**config.mk**
```make
export PLATFORM = sky130hd
export DESIGN_NAME = regfile_driver
export DESIGN_NICKNAME = d
export VERILOG_FILES = /design/src/rtl/regfile_driver_pkg.sv /design/src/rtl/regfile_driver_fifo.sv /design/src/rtl/regfile_driver.sv
export SDC_FILE = /design/constraint.sdc
export NUM_CORES = 1
export LEC_CHECK = 0
export BUFFER_PORTS_ARGS = -buffer_cell sky130_fd_sc_hd__buf_2
export CAP_MARGIN = 40
export CORE_MARGIN = 4
export CORE_UTILIZATION = 51
export CTS_CLUSTER_SIZE = 28
export DETAILED_ROUTE_END_ITERATION = 12
export HOLD_SLACK_MARGIN = 0.08
export MAX_ROUTING_LAYER = met4
export PLACE_DENSITY = 0.75
export RECOVER_POWER = 50
export SKIP_CTS_REPAIR_TIMING = 1
export SYNTH_ARGS = -nofsm -noshare
export SYNTH_HDL_FRONTEND = slang
export SYNTH_SLANG_ARGS = --single-unit
```
**constraint.sdc**
```tcl
create_clock -name clk -period 2.7 [get_ports clk]
set_input_delay 0.27 -clock clk [delete_from_list [all_inputs] [get_ports clk]]
set_output_delay 0.27 -clock clk [all_outputs]
set_load 0.01 [all_outputs]
```
**src/rtl/regfile_driver_pkg.sv**
```systemverilog
// Shared types and constants for the regfile driver: FSM state encoding,
// operation field packing order and the default MISR polynomial.
package regfile_driver_pkg;

    typedef enum logic [1:0] {
        IDLE  = 2'd0,
        RUN   = 2'd1,
        DRAIN = 2'd2,
        DONE  = 2'd3
    } state_e;

    localparam int DEF_WIDTH      = 32;
    localparam int DEF_N          = 32;
    localparam int DEF_ADDR_WIDTH = $clog2(DEF_N);

    localparam logic [31:0] DEFAULT_POLY = 32'h04C11DB7;

    // Field order matches one line of the operation vector files.
    typedef struct packed {
        logic                      r_en;
        logic [DEF_ADDR_WIDTH-1:0] r_addr;
        logic                      w_en;
        logic [DEF_ADDR_WIDTH-1:0] w_addr;
        logic [DEF_WIDTH-1:0]      w_data;
    } op_t;

    function automatic int op_bits(input int addr_width, input int width);
        return 2 + 2 * addr_width + width;
    endfunction

endpackage

```
**src/rtl/regfile_driver_fifo.sv**
```systemverilog
// Small synchronous operation queue; head entry is presented combinationally
// so a pop at edge k lands in the port registers at that same edge.
module regfile_driver_fifo
    import regfile_driver_pkg::*;
#(
    parameter int DEPTH = 4,
    parameter int OP_W  = op_bits(DEF_ADDR_WIDTH, DEF_WIDTH)
) (
    input  logic            clk,
    input  logic            rst_n,
    input  logic            push,
    input  logic [OP_W-1:0] push_data,
    input  logic            pop,
    output logic [OP_W-1:0] pop_data,
    output logic            full,
    output logic            empty
);

    localparam int AW = $clog2(DEPTH);

    logic [OP_W-1:0] mem [DEPTH];
    logic [AW:0]     wr_ptr_reg;
    logic [AW:0]     rd_ptr_reg;
    logic            do_push;
    logic            do_pop;

    // Extra pointer bit distinguishes full from empty when indices match.
    assign full     = (wr_ptr_reg[AW] != rd_ptr_reg[AW]) &&
                      (wr_ptr_reg[AW-1:0] == rd_ptr_reg[AW-1:0]);
    assign empty    = (wr_ptr_reg == rd_ptr_reg);
    assign do_push  = push && !full;
    assign do_pop   = pop && !empty;
    assign pop_data = mem[rd_ptr_reg[AW-1:0]];

    always_ff @(posedge clk) begin
        if (do_push) begin
            mem[wr_ptr_reg[AW-1:0]] <= push_data;
        end
    end

    always_ff @(posedge clk or negedge rst_n) begin
        if (!rst_n) begin
            wr_ptr_reg <= '0;
            rd_ptr_reg <= '0;
        end else begin
            if (do_push) begin
                wr_ptr_reg <= wr_ptr_reg + 1'b1;
            end
            if (do_pop) begin
                rd_ptr_reg <= rd_ptr_reg + 1'b1;
            end
        end
    end

endmodule

```
**src/rtl/regfile_driver.sv**
```systemverilog
// Replays queued read/write operations onto the regfile port, one per cycle,
// returns read results with their address and folds them into a MISR.
module regfile_driver
    import regfile_driver_pkg::*;
#(
    parameter int          WIDTH        = 32,
    parameter int          N            = 32,
    parameter int          DEPTH        = 4,
    parameter int          READ_LATENCY = 1,
    parameter logic [31:0] POLY         = DEFAULT_POLY,
    localparam int         ADDR_WIDTH   = $clog2(N)
) (
    input  logic                  clk,
    input  logic                  rst_n,
    input  logic                  op_valid,
    output logic                  op_ready,
    input  logic                  op_r_en,
    input  logic [ADDR_WIDTH-1:0] op_r_addr,
    input  logic                  op_w_en,
    input  logic [ADDR_WIDTH-1:0] op_w_addr,
    input  logic [WIDTH-1:0]      op_w_data,
    input  logic                  start,
    input  logic [15:0]           num_ops,
    output logic                  busy,
    output logic                  done,
    output logic                  R_en,
    output logic [ADDR_WIDTH-1:0] R_addr,
    output logic                  W_en,
    output logic [ADDR_WIDTH-1:0] W_addr,
    output logic [WIDTH-1:0]      W_data,
    input  logic [WIDTH-1:0]      R_data,
    output logic                  rd_valid,
    output logic [ADDR_WIDTH-1:0] rd_addr,
    output logic [WIDTH-1:0]      rd_data,
    output logic [WIDTH-1:0]      signature,
    output logic [15:0]           op_count
);

    localparam logic [1:0] S_IDLE  = IDLE;
    localparam logic [1:0] S_RUN   = RUN;
    localparam logic [1:0] S_DRAIN = DRAIN;
    localparam logic [1:0] S_DONE  = DONE;

    localparam int              OP_W   = op_bits(ADDR_WIDTH, WIDTH);
    localparam logic [WIDTH-1:0] POLY_W = WIDTH'(POLY);

    typedef struct packed {
        logic                  r_en;
        logic [ADDR_WIDTH-1:0] r_addr;
        logic                  w_en;
        logic [ADDR_WIDTH-1:0] w_addr;
        logic [WIDTH-1:0]      w_data;
    } op_s;

    function automatic logic [WIDTH-1:0] misr_step(input logic [WIDTH-1:0] sig,
                                                   input logic [WIDTH-1:0] din);
        return {sig[WIDTH-2:0], 1'b0} ^ (sig[WIDTH-1] ? POLY_W : '0) ^ din;
    endfunction

    logic [1:0]  state_reg;
    logic [1:0]  state_next;
    logic [15:0] num_ops_reg;
    logic [15:0] op_count_reg;
    logic        fifo_full;
    logic        fifo_empty;
    logic        pop;
    logic        last_pop;
    logic        run_start;
    logic        read_inflight;
    op_s         op_in;
    op_s         op_head;

    logic                  pipe_v_reg    [READ_LATENCY];
    logic [ADDR_WIDTH-1:0] pipe_addr_reg [READ_LATENCY];
    logic                  rd_capture;

    assign op_in = {op_r_en, op_r_addr, op_w_en, op_w_addr, op_w_data};

    regfile_driver_fifo #(
        .DEPTH (DEPTH),
        .OP_W  (OP_W)
    ) u_fifo (
        .clk       (clk),
        .rst_n     (rst_n),
        .push      (op_valid),
        .push_data (op_in),
        .pop       (pop),
        .pop_data  (op_head),
        .full      (fifo_full),
        .empty     (fifo_empty)
    );

    assign op_ready      = !fifo_full;
    assign pop           = (state_reg == S_RUN) && !fifo_empty;
    assign last_pop      = ((op_count_reg + 16'd1) == num_ops_reg);
    assign run_start     = (state_reg == S_IDLE) && start && (num_ops != 16'd0);
    assign rd_capture    = pipe_v_reg[READ_LATENCY-1];
    assign busy          = (state_reg == S_RUN) || (state_reg == S_DRAIN);
    assign done          = (state_reg == S_DONE);
    assign op_count      = op_count_reg;

    // Any read still travelling toward rd_valid keeps the FSM in DRAIN.
    always_comb begin
        read_inflight = R_en;
        for (int i = 0; i < READ_LATENCY; i++) begin
            read_inflight = read_inflight | pipe_v_reg[i];
        end
    end

    always_comb begin
        state_next = state_reg;
        case (state_reg)
            S_IDLE: begin
                if (start) begin
                    state_next = (num_ops == 16'd0) ? S_DONE : S_RUN;
                end
            end
            S_RUN: begin
                if (pop && last_pop) begin
                    state_next = S_DRAIN;
                end
            end
            S_DRAIN: begin
                if (!read_inflight) begin
                    state_next = S_DONE;
                end
            end
            S_DONE:  state_next = S_IDLE;
            default: state_next = S_IDLE;
        endcase
    end

    always_ff @(posedge clk or negedge rst_n) begin
        if (!rst_n) begin
            state_reg    <= S_IDLE;
            num_ops_reg  <= '0;
            op_count_reg <= '0;
        end else begin
            state_reg <= state_next;
            if (run_start) begin
                num_ops_reg  <= num_ops;
                op_count_reg <= '0;
            end else if (pop) begin
                op_count_reg <= op_count_reg + 16'd1;
            end
        end
    end

    // Addresses and write data only change on a pop so idle cycles do not toggle the bus.
    always_ff @(posedge clk or negedge rst_n) begin
        if (!rst_n) begin
            R_en   <= 1'b0;
            W_en   <= 1'b0;
            R_addr <= '0;
            W_addr <= '0;
            W_data <= '0;
        end else begin
            R_en <= pop ? op_head.r_en : 1'b0;
            W_en <= pop ? op_head.w_en : 1'b0;
            if (pop) begin
                R_addr <= op_head.r_addr;
                W_addr <= op_head.w_addr;
                W_data <= op_head.w_data;
            end
        end
    end

    generate
        for (genvar gi = 0; gi < READ_LATENCY; gi++) begin : g_rd_pipe
            if (gi == 0) begin : g_first
                always_ff @(posedge clk or negedge rst_n) begin
                    if (!rst_n) begin
                        pipe_v_reg[gi]    <= 1'b0;
                        pipe_addr_reg[gi] <= '0;
                    end else begin
                        pipe_v_reg[gi]    <= R_en;
                        pipe_addr_reg[gi] <= R_addr;
                    end
                end
            end else begin : g_rest
                always_ff @(posedge clk or negedge rst_n) begin
                    if (!rst_n) begin
                        pipe_v_reg[gi]    <= 1'b0;
                        pipe_addr_reg[gi] <= '0;
                    end else begin
                        pipe_v_reg[gi]    <= pipe_v_reg[gi-1];
                        pipe_addr_reg[gi] <= pipe_addr_reg[gi-1];
                    end
                end
            end
        end
    endgenerate

    // Signature advances on the same edge that raises rd_valid.
    always_ff @(posedge clk or negedge rst_n) begin
        if (!rst_n) begin
            rd_valid  <= 1'b0;
            rd_addr   <= '0;
            rd_data   <= '0;
            signature <= '0;
        end else begin
            rd_valid <= rd_capture;
            if (rd_capture) begin
                rd_addr <= pipe_addr_reg[READ_LATENCY-1];
                rd_data <= R_data;
            end
            if (run_start) begin
                signature <= '0;
            end else if (rd_capture) begin
                signature <= misr_step(signature, R_data);
            end
        end
    end

endmodule
```
# Word-level counts from Yosys, hierarchy flattened
# Memories as Yosys holds them, arrays and structs flattened.
# Cells that the tools add are included.
# classes
addsub,3
multipliers,0
div_mod_pow,0
order_cmp,0
eq_ne,10
shift,0
muxes,14
bitwise,3
n_reduce_logical,16
# op_table
op,n
32-bit two-way mux,2
16-bit two-way mux,2
32-bit by 27-bit XOR with 32-bit output,1
32-bit XOR,1
27-bit two-way mux,1
16-bit by 1-bit adder with 16-bit output (second input constant),1
16-bit equality test,1
16-bit logical NOT,1
16-bit nonzero test,1
2-bit two-way mux,4
2-bit case mux with 4 select lines,1
1-bit logical AND,7
3-bit by 1-bit adder with 3-bit output (second input constant),2
2-bit equality test (second input constant),2
1-bit two-way mux,4
2-bit inequality test (second input constant),2
2-bit nonzero test,2
3-bit equality test,1
3-bit AND reduction,1
2-bit by 1-bit equality test with 1-bit output (second input constant),1
2-bit equality test,1
1-bit logical NOT,2
2-bit logical NOT,1
2-bit by 1-bit inequality test with 1-bit output (second input constant),1
3 further kinds,3
# totals
reg_bits,160
latchBits,0
ram_bits,176
mem_bits_ro,0
in_bits,96
out_inout_bits,133
word_cells,63
n_memories,1
# mem_list
memory,depth,word_bits,read_ports,rd_ports_with_merged_regs,wr,line_no,source
u_fifo.mem,4,44,1,0,1,regfile_driver_fifo.sv:21,logic [OP_W-1:0] mem [DEPTH];

# Logic depth before layout (Yosys ltp)
# Gate-level depths: netlist of run 1.
# depth
word_depth,6
depth_mapped,8
ltp_nobuf,8

# Hierarchy
# Synthesis of run 1 repeated with hierarchy kept, for this count alone.
# unflattened
cells_unflattened,916
area_unflattened_um2,13749.4
# by_module_without_submodules
mod,instances,cells_per_inst,area_per_inst_um2,seq_area_each_um2
regfile_driver,1,638,6939.2,3853.7
regfile_driver_fifo,1,278,6810.3,5435.2

# Worst setup path before layout of run 1
# Ideal clock, no wire load.
# synth_timing
path_type,register -> register
startpoint,register u_fifo.rd_ptr_reg[0]
endpoint,"memory u_fifo.mem[3][0] (netlist name), enable pin"
setup_ps,407
t_arrival_ps,2205
required_time_ps,2293
path_slack_ps,87
path_stages_with_launch,6
n_path_buf,1
period_less_slack_ps,2613
path_cell_list,dfrtp_1 -> buf_2 -> xor2_1 -> nor2_1 -> nand2_1 -> and3_1
# synth_via
elab_chain_len,6
# synth_rtl
element,line_no,source
start: declaration,regfile_driver_fifo.sv:23,logic [AW:0] rd_ptr_reg;
start signal: assignment,regfile_driver_fifo.sv:50,rd_ptr_reg <= rd_ptr_reg + 1'b1;
2-bit equality test,regfile_driver_fifo.sv:29,(wr_ptr_reg[AW-1:0] == rd_ptr_reg[AW-1:0]);
1-bit logical AND,regfile_driver_fifo.sv:28,assign full = (wr_ptr_reg[AW] != rd_ptr_reg[AW]) &&
1-bit logical NOT,n/a,
named net op_ready,regfile_driver.sv:16,"output logic op_ready,"
1-bit logical AND,regfile_driver_fifo.sv:31,assign do_push = push && !full;
1-bit two-way mux,regfile_driver_fifo.sv:36,if (do_push) begin
1-bit two-way mux (implied by the code),regfile_driver_fifo.sv:37,mem[wr_ptr_reg[AW-1:0]] <= push_data;
end: declaration,regfile_driver_fifo.sv:21,
# The timed path passes the listed nets, and every way through them passes these cells.

# Worst setup path in the final report of run 1
# layout_timing
startpoint,register op_count_reg[5] (netlist: op_count[5])
endpoint,register state_reg[0]
# layout_via
elab_chain_len,5
# layout_rtl
element,line_no,source
start: declaration,regfile_driver.sv:63,logic [15:0] op_count_reg;
start signal: assignment,regfile_driver.sv:144,op_count_reg <= op_count_reg + 16'd1;
16-bit by 1-bit adder with 16-bit output,regfile_driver.sv:95,assign last_pop = ((op_count_reg + 16'd1) == num_ops_reg);
16-bit equality test,regfile_driver.sv:95,
1-bit logical AND,regfile_driver.sv:119,if (pop && last_pop) begin
2-bit by 1-bit inequality test with 1-bit output (no line),n/a,
3-bit AND reduction (no line),n/a,
end signal: assignment,regfile_driver.sv:139,state_reg <= state_next;
end: declaration,regfile_driver.sv:60,logic [1:0] state_reg;
# Every way passes these cells.
# A chain may end at the register's enable or synchronous reset.

==> results of run 1 <==
==> synth_stat cells, drive strengths merged <==
cell type,instances,share of area
a211oi,20,0.011
a21boi,1,0.00056
a21oi,11,0.0041
and2,3,0.0014
and3,5,0.0023
buf,15,0.0046
clkbuf,22,0.0061
dfrtp,160,0.30
edfxtp,176,0.39
ha,11,0.010
inv,7,0.0020
mux2,95,0.079
mux2i,15,0.011
mux4,44,0.074
nand2,23,0.0064
nand2b,1,0.00046
nand3,6,0.0026
nand3b,3,0.0017
nand4,7,0.0044
nor2,54,0.015
nor3,6,0.0022
nor4,8,0.0037
o211a,1,0.00074
o21ai,9,0.0033
o22ai,1,0.00046
o31a,1,0.00065
o31ai,2,0.0025
o32ai,1,0.0012
or2,1,0.00046
or3,7,0.0033
or3b,1,0.00065
or4,1,0.00084
xnor2,64,0.042
xor2,18,0.012
==> power groups by stage <==
stage               sequential, mW  combinational [mW]  clock (mW)
finish                        8.14                6.61        4.80
global route                  8.32                7.22        5.16
CTS                           8.12                6.80        4.92
detailed placement            8.19                6.76           0
global placement              8.12                6.60           0
floorplan                     8.40                4.06           0
==> routing by layer <==
layer / wire [µm] / GRT usage / share of wire / vias to the layer above
li1: - / - / - / 3687
met1: 11750 / 0.2391 / 0.40 / 4023
met2: 14930 / 0.3186 / 0.51 / 261
met3: 1951 / 0.05268 / 0.067 / 55
met4: 641 / 0.04965 / 0.022 / 0
met5: 0 / - / 0 / -
==> worst min-delay path, stage by stage <==
cell and delay [ns]:
buf_2 0.10, and2_1 0.17, xnor2_1 0.07
==> path summary, 6_finish.rpt <==
| kind | cells past startpoint | from | to | slack (ns) |
|---|---|---|---|---|
| max | 6 | op_count[5] | state_reg[0] | 0.41 |
| max in group asynchronous | 3 | rst_n | signature[30] | 0.69 |
| min in group asynchronous | 2 | rst_n | op_count[8] | 0.72 |
| max reg2reg | 6 | op_count[5] | state_reg[0] | 0.41 |
| min | 3 | op_valid | u_fifo.wr_ptr_reg[0] | 0.14 |
| min reg2reg | 0 | R_addr[2] | pipe_addr_reg[2] | 0.40 |
==> area by class of cell <==
type                       count  area (µm²)  share of cell area
tap                          335       419.2             0.02443
sequential                   336        9298              0.5420
multi-input combinational    420        4019              0.2343
timing repair buffer         344        2207              0.1287
antenna                        1       2.502           0.0001459
clock buffer                  53        1044             0.06083
clock inverter                10       138.9            0.008096
inverter                       7       26.28            0.001532
==> layout by cell type (no fill, tap or decap), types with 6 or more instances in the layout <==
cell / n
xor2_1: 18
a21oi_1: 11
dlygate4sd3_1: 93
buf_2: 96
mux2_2: 95
ha_1: 11
a211oi_1: 20
nand4_1: 6
nor3_1: 6
inv_1: 7
clkbuf_1: 140
clkbuf_8: 10
o21ai_0: 9
clkbuf_16: 35
xnor2_1: 64
mux2i_1: 15
buf_4: 11
edfxtp_1: 176
nand2_1: 23
buf_12: 9
nor2_1: 54
mux4_2: 44
dfrtp_1: 157
nor4_1: 8
or3_1: 7
==> cell families (layout without fill, tap and decap cells) <==
group                    after synthesis  count (layout)  synth area share
adder cells (fa/ha/maj)               11              11           0.01022
flip-flops                           336             336            0.6895
XOR/XNOR                              82              82           0.05331
AO/OA/AOI/OAI                         47              47           0.02471
AND/OR/NAND/NOR                      126             126           0.04542
buffers and inverters                 44             414           0.01272
multiplexers                         154             154            0.1641
other                                  0               1                 0
==> per-stage QoR <==
| step | std cells | area [µm²] | hold slack [ns] | power [mW] |
|---|---|---|---|---|
| 2_1_floorplan | 800 | 13470 | -0.02559 | 12.46 |
| 3_3_place_gp | 1348 | 15190 | 0.2975 | 14.72 |
| 3_5_place_dp | 1349 | 15210 | 0.3090 | 14.95 |
| 4_1_cts | 1412 | 16400 | -0.2411 | 19.84 |
| 5_1_grt | 1506 | 17150 | 0.1755 | 20.70 |
| 6_report | 1506 | 17150 | 0.1408 | 19.55 |
==> flow_summary.json, run 1 <==
{
  "setup_violations": 0,
  "fp.dieH_um": 170.5,
  "clk_latency_ns": 0.51,
  "report.final.hold_viol_count": 0,
  "grt_pass1_wl_mm": 42.86,
  "drc": 0,
  "swShare": 0.3176,
  "ir_drop_mv": 0.7818,
  "n_fill_cell": 1861,
  "worst_pin_slew_ns": 1.655,
  "num_io_pins": 229,
  "period_minus_slack_ns": 2.294,
  "cts_root_buf": "clkbuf_16",
  "numPortBuffers": 228,
  "clock-sinks": 336,
  "p_per_area_nw_per_um2": 1140,
  "power.switching_mw": 6.209,
  "seq_area_frac_synth": 0.6895,
  "intPower_mw": 13.34,
  "status": "complete, but fails checks",
  "violations": "capacitance limit, slew limit",
  "slew_headroom": -0.1030,
  "clock_power_share": 0.246,
  "syn_area_um2": 13470,
  "area_delta_synth_final_pct": 27.33,
  "avgSynthCellArea_um2": 16.84,
  "finalMaxSlewViolations": 59,
  "slowest_stage": "dfrtp_1",
  "cp_data_required_time_ns": 3.13,
  "core-area_um2": 26060,
  "ys_warn_count": 0,
  "combPwrFrac": 0.338,
  "power_leakage_nw": 6.527,
  "track_usage": 0.1930,
  "crit_type": "reg -> reg",
  "vias_per_cell": 5.329,
  "drive_gt1_frac": 0.2803,
  "fin_skew_ns": 0.02094,
  "tns_ns": 0,
  "dieArea_um2": 29080,
  "ant_nets": 0,
  "fin_ws_ns": 0.4058,
  "critPathTopFamily": "simple AND/OR/NAND/NOR gates",
  "worstPathArrival_ns": 2.72,
  "cpPeakStageDelay_ns": 0.57,
  "startpoint_type": "flip-flop",
  "ys_types": 38,
  "grt_max_degree": 78,
  "place_ws_ns": 0.4562,
  "vias": 8026,
  "grt_antenna_before_repair": 1,
  "min_path_type": "in -> reg",
  "drt-initial-drc-count": 424,
  "syn_inst": 800,
  "grt_pass1_vias": 7861,
  "fmax_mhz": 435.9,
  "seq_power_share": 0.416,
  "crit_chain": "nand4_1 -> or4_4 -> o32ai_2 -> o22ai_1 -> o31ai_4 -> mux2i_1",
  "rsz0062_at_grt": "false",
  "crit_buf_inv": 0,
  "dp_hpwl_mm": 18.55,
  "h-tree-depth": 2,
  "path_clk_slew_ns": 0.06,
  "die_width_um": 170.5,
  "final_util": 0.6583,
  "ys_seq_elements": 336,
  "cp_max_fo": 12,
  "start_util": 0.5170,
  "nets": 1251,
  "synth_nets": 907,
  "globalRouteOverflowTotal": 0,
  "cap_violations": 1,
  "drt_pass1_iterations": 4,
  "clock_path_buffers": 3,
  "finalCritPeriodShare": 0.8497,
  "largest_register_ffs": 176,
  "rows": 59,
  "cts_inserted_buffers": 35,
  "endpoint_kind": "flip-flop",
  "place_congestion": 0.8284,
  "wl_per_cell_um": 19.44,
  "wirelength_mm": 29.27,
  "cts_tree": "built"
}
Note: power is estimated with default switching activity, not from simulation.
==> inputs of run 2 (changes only) <==
- ABC_AREA: default -> 1
- CORE_UTILIZATION: 51 -> 56
- PLACE_DENSITY: 0.75 -> 0.78
- clock period: 2.7 -> 2.39 ns (I/O delays scaled with it)
==> flow_summary.json, run 2 <==
{
  "synth_edf_count": 176,
  "slew_headroom": -0.1211,
  "place_ws_ns": 0.3155,
  "rows": 57,
  "power_leakage_nw": 7.637,
  "worst_pin_slew_ns": 1.682,
  "area_delta_synth_final_pct": 26.89,
  "report.final.hold_viol_count": 0,
  "rsz0062_at_grt": "false",
  "vias_per_cell": 5.440,
  "dp_hpwl_mm": 21.10,
  "ff2ff_setup_slack_ns": 0.20,
  "fmax_mhz": 457.3,
  "h-tree-depth": 2,
  "synth.top_cells.by_area": "edfxtp_1 38%, dfrtp_1 29%, nand2_1 6.6%",
  "fin_skew_ns": 0.01123,
  "crit_type": "reg -> reg",
  "core-area_um2": 24460,
  "seq_area_um2": 9294,
  "async_flop_share": 0.4762,
  "grt_pass1_vias": 10260,
  "multi_input_comb_area_um2": 4131,
  "endpoint_kind": "flip-flop",
  "min_path_type": "in -> reg",
  "synth_xor_area_frac": 0.02946,
  "p_per_area_nw_per_um2": 1309,
  "wirelength_mm": 35.34,
  "finalCritPeriodShare": 0.9150,
  "dr_wl_met3_mm": 2.746,
  "synth.area.mux_share": 0,
  "start_util": 0.5712,
  "fp.dieH_um": 166.0,
  "die_width_um": 166.0,
  "setup_violations": 0,
  "place_congestion": 0.9069,
  "dp_cells": 1845,
  "globalRouteOverflowTotal": 0,
  "cts_inserted_buffers": 36,
  "ys_types": 31,
  "path_clk_slew_ns": 0.06,
  "seq_area_frac_synth": 0.6648,
  "cp_max_fo": 57,
  "synthAdderAreaFrac": 0.009850,
  "period_minus_slack_ns": 2.187,
  "startpoint_type": "flip-flop",
  "ant_nets": 0,
  "wl_per_cell_um": 17.61,
  "drt-initial-drc-count": 1079,
  "syn_inst": 1326,
  "wl_met2_mm": 17.76,
  "drt_pass1_iterations": 5,
  "avgSynthCellArea_um2": 10.54,
  "syn_area_um2": 13970,
  "ir_drop_mv": 0.7702,
  "violations": "capacitance limit, slew limit",
  "clock_path_buffers": 3,
  "final_cell_mix": "246 x nand2_1, 242 x nor2_1, 176 x edfxtp_1",
  "grt_max_degree": 88,
  "num_io_pins": 229,
  "ys.flop_type": "edfxtp_1",
  "maxUsedRoutingLayer": "met4",
  "finalMaxSlewViolations": 59,
  "drive_gt1_frac": 0.1685,
  "cts_tree": "built",
  "worstPathArrival_ns": 2.59,
  "track_usage": 0.2416,
  "numPortBuffers": 228,
  "clock-sinks": 336,
  "ys_warn_count": 0,
  "synth_top_area_share": 0.3783,
  "fin_ws_ns": 0.2032,
  "cts_root_buf": "clkbuf_16",
  "grt_pass1_wl_mm": 53.01,
  "nets": 1759,
  "synth_compound_area_frac": 0.08489,
  "clk_latency_ns": 0.52,
  "grt_antenna_before_repair": 2,
  "ys_seq_elements": 336,
  "synth_nets": 1433,
  "final_common_cell": "nand2_1",
  "synth-simple-area-share": 0.1693,
  "status": "complete, but fails checks",
  "yosysTopAreaCell": "edfxtp_1",
  "dieArea_um2": 27540,
  "drc": 0,
  "cp_data_required_time_ns": 2.79,
  "drt-met1-wl_mm": 14.06,
  "n_fill_cell": 1668,
  "vias": 10910,
  "cap_violations": 1,
  "synthTopCellsByCount": "246 x nand2_1, 246 x nor2_1, 176 x edfxtp_1",
  "final-instance-count-excl-fill": 2006,
  "largest_register_ffs": 176,
  "synth_top_family_by_area": "simple AND/OR/NAND/NOR gates"
}
## run 2: changes by cell type in the layout (fill, tap and decap cells not counted), moves of 65 or more
| cell | change |
|---|---|
| nand2_1 | +223 |
| nor2_1 | +188 |
| o21ai_0 | +130 |
| mux2_2 | -95 |
| clkbuf_1 | -67 |
| buf_2 | +65 |
## run 2: path summary, 6_finish.rpt
path | end | startpoint | cells after the start
worst max-delay path | W_data[5] | u_fifo.rd_ptr_reg[0] | 6
worst min-delay path | state_reg[0] | start | 5
worst max register to register | W_data[5] | u_fifo.rd_ptr_reg[0] | 6
worst min register to register | pipe_addr_reg[1] | R_addr[1] | 0
max in group asynchronous | op_count[8] | rst_n | 3
min in group asynchronous | op_count[13] | rst_n | 2
## run 2: metrics by stage
step | TNS, ns | hold WS, ns | area, µm² | util | power [mW]
final | 0 | 0.1644 | 17730 | 0.7248 | 23.20
after global routing | 0 | 0.1807 | 17730 | 0.7248 | 24.67
after CTS | 0 | -0.2748 | 16900 | 0.6908 | 23.15
after floorplan | -34.92 | -0.05659 | 13990 | - | 14.23
after detailed placement | 0 | 0.2672 | 15640 | 0.6393 | 17.30
after global placement | 0 | 0.2735 | 15640 | 0.6393 | 16.98
## run 2: where the power goes
group,internal [mW],total (mW),leakage [nW],switching [mW]
Sequential,8.10,9.22,3.56,1.11
Combinational,2.97,8.20,3.45,5.23
Clock,3.49,5.79,0.627,2.30
Total,14.6,23.2,7.64,8.64
## run 2: layout make-up
| cell class | count | share of cell area |
|---|---|---|
| flip-flops and latches | 336 | 0.5242 |
| multi-input cells | 848 | 0.2330 |
| repair buffers | 354 | 0.1323 |
| clock buffers | 50 | 0.06006 |
| well taps | 324 | 0.02287 |
| inverters | 76 | 0.01616 |
| clock inverters | 16 | 0.01108 |
| diodes | 2 | 0.0002823 |
## run 2: per-layer routing
metal	vias to the layer above	track usage
li1	5103	-
met4	0	0.06313
met3	71	0.05142
met5	-	-
met1	5260	0.3098
met2	478	0.3975
## run 2: cell families after synthesis
family                   Yosys count
adder cells (fa/ha/maj)           11
AND/OR/NAND/NOR                  571
buffers and inverters            142
XOR/XNOR                          47
flip-flops                       336
AO/OA/AOI/OAI                    219
## run 2: worst max-delay path: stages, from the launching register on
cell     delay [ns]
dfrtp_4        0.40
buf_4          0.52
buf_4          0.47
nor2_1         0.11
nor2_1         0.14
o21ai_0        0.11
a31oi_1        0.29
